File: src/rtl/periph_timer_responder.sv
// Data-bus responder with programmable wait states and a 64-bit timer/compare unit.
// Optional TIMER_PRESCALER_EN adds a 16-bit PRESCALE register at offset 0x20.
//   state   | meaning
//   ST_IDLE | waiting for a request in the window
//   ST_WAIT | request latched, counting wait states
//   ST_RESP | d_ready pulse, store commits
module periph_timer_responder #(
  parameter logic [63:0] BASE_ADDR = 64'h2000_0000,
  parameter int          WIN_BITS  = 8,
  parameter int          LATENCY   = 1
) (
  input  logic        clock,
  input  logic        reset,
  input  logic [63:0] d_addr,
  input  logic [63:0] d_wdata,
  input  logic [1:0]  d_store_type,
  input  logic        d_valid,
  output logic        d_ready,
  output logic [63:0] d_rdata,
  output logic        irq
);

  localparam int WW = WIN_BITS - 3;

  typedef enum logic [1:0] {ST_IDLE, ST_WAIT, ST_RESP} state_t;

  state_t          state, state_nxt;
  logic            sel, accept;
  logic [3:0]      wait_cnt;
  logic [WW-1:0]   req_word;
  logic [63:0]     req_wdata;
  logic            req_store;

  logic [2:0]      ctrl;
  logic [63:0]     compare, count;
  logic            match;
  logic            tick, hit;
  logic            wr, wr_ctrl, wr_cmp, wr_cnt, wr_stat;
  logic [63:0]     psc_rd, rd_mux;
  logic            unused_addr;

  assign unused_addr = ^d_addr[2:0];
  assign sel = d_valid & (d_addr[63:WIN_BITS] == BASE_ADDR[63:WIN_BITS]);

  always_ff @(posedge clock or negedge reset) begin
    if (!reset) state <= ST_IDLE;
    else        state <= state_nxt;
  end

  always_comb begin
    state_nxt = state;
    accept    = 1'b0;
    d_ready   = 1'b0;
    case (state)
      ST_IDLE: if (sel) begin
        accept    = 1'b1;
        state_nxt = (LATENCY == 0) ? ST_RESP : ST_WAIT;
      end
      ST_WAIT: if (wait_cnt == 4'd0) state_nxt = ST_RESP;
      ST_RESP: begin
        d_ready   = 1'b1;
        state_nxt = ST_IDLE;
      end
      default: state_nxt = ST_IDLE;
    endcase
  end

  // Request is frozen at accept so the core may change or drop the bus afterwards
  always_ff @(posedge clock or negedge reset) begin
    if (!reset) begin
      wait_cnt  <= 4'd0;
      req_word  <= '0;
      req_wdata <= 64'd0;
      req_store <= 1'b0;
    end else if (accept) begin
      wait_cnt  <= 4'(LATENCY - 1);
      req_word  <= d_addr[WIN_BITS-1:3];
      req_wdata <= d_wdata;
      req_store <= |d_store_type;
    end else if (state == ST_WAIT && wait_cnt != 4'd0) begin
      wait_cnt <= wait_cnt - 4'd1;
    end
  end

  assign wr      = d_ready & req_store;
  assign wr_ctrl = wr & (req_word == WW'(0));
  assign wr_cmp  = wr & (req_word == WW'(1));
  assign wr_cnt  = wr & (req_word == WW'(2));
  assign wr_stat = wr & (req_word == WW'(3));
  assign hit     = ctrl[0] & (count == compare);

`ifdef TIMER_PRESCALER_EN
  logic        wr_psc;
  logic [15:0] prescale, psc_cnt;

  assign wr_psc = wr & (req_word == WW'(4));
  assign tick   = ctrl[0] & (psc_cnt == prescale);
  assign psc_rd = {48'd0, prescale};

  // Restart the prescale phase whenever the timer is enabled or the divisor changes
  always_ff @(posedge clock or negedge reset) begin
    if (!reset) begin
      prescale <= 16'd0;
      psc_cnt  <= 16'd0;
    end else if (wr_psc) begin
      prescale <= req_wdata[15:0];
      psc_cnt  <= 16'd0;
    end else if (wr_ctrl & req_wdata[0] & ~ctrl[0]) begin
      psc_cnt <= 16'd0;
    end else if (ctrl[0]) begin
      psc_cnt <= tick ? 16'd0 : psc_cnt + 16'd1;
    end
  end
`else
  assign tick   = ctrl[0];
  assign psc_rd = 64'd0;
`endif

  always_ff @(posedge clock or negedge reset) begin
    if (!reset) begin
      ctrl    <= 3'd0;
      compare <= '1;
      count   <= 64'd0;
      match   <= 1'b0;
      irq     <= 1'b0;
    end else begin
      if (wr_ctrl) ctrl <= req_wdata[2:0];
      if (wr_cmp)  compare <= req_wdata;
      if (wr_cnt)      count <= req_wdata;
      else if (tick)   count <= (ctrl[2] & hit) ? 64'd0 : count + 64'd1;
      if (hit)                        match <= 1'b1;
      else if (wr_stat & req_wdata[0]) match <= 1'b0;
      irq <= match & ctrl[1];
    end
  end

  always_comb begin
    rd_mux = 64'd0;
    case (req_word)
      WW'(0):  rd_mux = {61'd0, ctrl};
      WW'(1):  rd_mux = compare;
      WW'(2):  rd_mux = count;
      WW'(3):  rd_mux = {63'd0, match};
      WW'(4):  rd_mux = psc_rd;
      default: rd_mux = 64'd0;
    endcase
  end

  assign d_rdata = (d_ready & ~req_store) ? rd_mux : 64'd0;

endmodule

File: config.mk
export PLATFORM = sky130hd
export DESIGN_NAME = periph_timer_responder
export DESIGN_NICKNAME = d
export VERILOG_FILES = /design/src/rtl/periph_timer_responder.sv
export SDC_FILE = /design/constraint.sdc
export NUM_CORES = 1
export LEC_CHECK = 0
export ABC_AREA = 1
export BUFFER_PORTS_ARGS = -buffer_cell sky130_fd_sc_hd__buf_4
export CORE_UTILIZATION = 25
export DETAILED_ROUTE_END_ITERATION = 8
export PLACE_DENSITY = 0.49
export SYNTH_ARGS = -nofsm -noshare
export SYNTH_HDL_FRONTEND = slang
export SYNTH_SLANG_ARGS = --single-unit
File: constraint.sdc
create_clock -name clock -period 4.8 [get_ports clock]
set_input_delay 1.2 -clock clock [delete_from_list [all_inputs] [get_ports clock]]
set_output_delay 1.2 -clock clock [all_outputs]
set_load 0.02 [all_outputs]
==> results.cfg <==
[floorplanning]
die_x_um = 234
die_h_um = 234
start_util = 0.254
die_area_um2 = 54700
coreArea_um2 = 52900
rows = 84
ios = 199

[logic_synthesis]
ys_ff_latch = 209
netlist_area_um2 = 13500
synth.distinct_cells = 42
synthCells = 1989
yosysWarnings = 0
dominantRegCellSynth = dfrtp_1
synth_edf_count = 0
syn_avg_cell_area_um2 = 6.76
ys_async_sr_fraction = 1.00
yosysSeqAreaShare = 0.395
syn_nets = 2125

[cts]
clk_latency_ns = 0.59
cts_hold_buffers = 0
clk_pin_slew_ns = 0.06
clock-sinks = 209
cts_max_level = 1
cts_tree = yes
cts_resized = 0
postCtsSetupBuffers = 0
cts_buffer_depth = 3
cts_buffers = 28
clock-root-buffer = clkbuf_16

[critical_path]
crit_type = reg -> out
cp-start-kind = flop
cp_slowest_cell = inv_2
crit_top_cell = buf_4
worstPathMaxFanout = 24
critical_path.max_stage_delay_ns = 0.50
path_cells = nor2_2 -> nand3_1 -> inv_2 -> buf_4 -> nand2_1 -> a21oi_1 -> buf_4
worst_r2r_startpoint = count[1]
r2r_slack_ns = 1.66
reg2reg_to = count[42]
cpLargestDelayFamily = buffers and inverters
path_buf_inv = 3
critical_path_required_ns = 3.60
ff2ff_path_depth = 11
endpoint_kind = output port
cp.arrival_ns = 2.99

[power]
switching_share = 0.233
p_sw_uw = 924
power.share.combinational = 0.031
clockPowerShare = 0.524
pwr-share-seq = 0.445
ir_drop_uv = 252
fin_total_pwr_uw = 3970
power_leakage_uw = 0.00782
cell_internal_pwr_uw = 3040
powerDensity_nw_per_um2 = 242

[run]
maxCapViolations = 0

[worst_hold_path]
hold_depth = 2
min_from = compare[39]
min_delay_worst_endpoint = compare[39]
hp-class = reg -> reg

[run_status]
violations = DRC
status = finished, violations left

[global_routing]
grt_pass1_vias = 12564
gr-total-overflow = 0
grt_use_total = 0.194
antenna_found_initial = 0
grt_max_degree = 86
grt_pass1_wl_mm = 79.7

[final_layout]
antennaDiodeCount = 0
n_fill_cell = 5864
layout_common_cells = 697 x nand2_1, 214 x inv_1, 208 x buf_4, 173 x nor2_1, 145 x dfrtp_1
nNetsFinal = 2260
final_common_cell = nand2_1
synthToLayoutAreaGrowth_pct = 21.9
layout-drive-gt1-share = 0.189

[sta]
tns_ns = 0
min_period_over_period = 0.873
rsz0062_at_grt = false
relSlewSlack = 0.372
final-setup-viol-count = 0
drv_slew = 0
worst_slew_pin_slew_ns = 0.934
fin_skew_ns = 0.0369
finalHoldViolCount = 0
fmax_mhz = 239
period_needed_ns = 4.19

[route]
drt_iter0_markers = 829
drtPass1Iterations = 7
viasPerCell = 4.64
post_drt_wl_per_cell_um = 18.7
vias = 13146
drc = 8
postRouteAntennaNets = 0
wirelength_mm = 53.0

[place]
place_hpwl_mm = 40.2
io_buffers = 195
finalWeightedCongestion = 0.927
## registers in the layout (all words and copies together), names as in the netlist
register	flops
match	1
state	2
irq	1
compare	64
count	64
ctrl	3
req_store	1
req_wdata	64
wait_cnt	4
req_word	5
## power groups by stage
stage / sequential (µW) / clock (µW) / combinational [µW]
floorplan: 1800 / 0 / 3.67
global placement: 1790 / 0 / 127
detailed placement: 1790 / 0 / 129
CTS: 1760 / 2130 / 130
global route: 1760 / 2200 / 139
finish: 1770 / 2080 / 124
## cells by family (layout without fill, tap and decap cells)
| family | count (synthesis) | in the layout | share of synthesized area |
|---|---|---|---|
| AOI/OAI and AO/OA | 240 | 240 | 0.0930 |
| DFF | 209 | 209 | 0.395 |
| and+or+nand+nor | 1123 | 1123 | 0.361 |
| muxes | 6 | 6 | 0.00502 |
| adders and majority gates | 3 | 3 | 0.00279 |
| buffers and inverters | 350 | 507 | 0.105 |
| xor gates and xnor gates | 58 | 58 | 0.0378 |
## worst register-to-register path: stages, from the launching register on
cell and delay (ns):
dfrtp_1 0.40, inv_1 0.11, nand2_1 0.21, nand2_1 0.08, nor2_1 0.30, nand2_1 0.10
nor2_1 0.11, nand3_1 0.16, nor2_1 0.25, nand3_4 0.70, nand4_1 0.49, nand2_1 0.08
## worst max path at each step
stage / start / end / slack (ns) / depth (start not counted)
global route: req_word[3] / d_rdata[38] / 0.43 / 7
detailed placement: req_word[3] / d_rdata[38] / 1.22 / 7
CTS: req_word[3] / d_rdata[38] / 0.57 / 7
global placement: req_word[3] / d_rdata[33] / 1.26 / 7
finish: req_word[3] / d_rdata[38] / 0.61 / 7
floorplan: req_word[3] / d_rdata[10] / 2.06 / 6
## layer usage
metal  GRT usage  routed length (µm)
met1       0.266               24500
met2       0.311               24000
met3      0.0328                2760
met4      0.0570                1660
met5           0                   0
## metrics by stage
stage / hold slack [ns] / instances / utilization / worst slack [ns] / cell area, µm²
after global routing: 0.504 / 2834 / 0.310 / 0.427 / 16400
after global placement: 0.480 / 2782 / 0.293 / 1.26 / 15500
after CTS: 0.494 / 2834 / 0.310 / 0.574 / 16400
after floorplan: 0.451 / 1989 / - / 2.06 / 13500
final: 0.491 / 2834 / 0.310 / 0.607 / 16400
after detailed placement: 0.484 / 2782 / 0.293 / 1.22 / 15500
## layout make-up
class	instances	area, µm²	share of cell area
inverter	242	911	0.0556
multi-input combinational	1430	6750	0.412
timing repair buffer	213	1660	0.101
sequential	209	5310	0.324
clock inverter	13	116	0.00710
tap	688	861	0.0525
clock buffer	39	792	0.0483
## cells in the mapped netlist (all sizes together) (20+ instances only)
| cell type | n | area, µm² |
|---|---|---|
| buf | 62 | 330 |
| nand4 | 37 | 231 |
| o22ai | 28 | 175 |
| dfstp | 64 | 1680 |
| xnor2 | 20 | 175 |
| dfrtp | 145 | 3630 |
| nor3 | 21 | 116 |
| o21ai | 119 | 596 |
| a21oi | 87 | 435 |
| clkbuf | 46 | 178 |
| nor2 | 199 | 905 |
| xor2 | 38 | 333 |
| nand3 | 137 | 756 |
| inv | 241 | 905 |
| nand2 | 707 | 2690 |
Power figures use the tool's default switching activity.
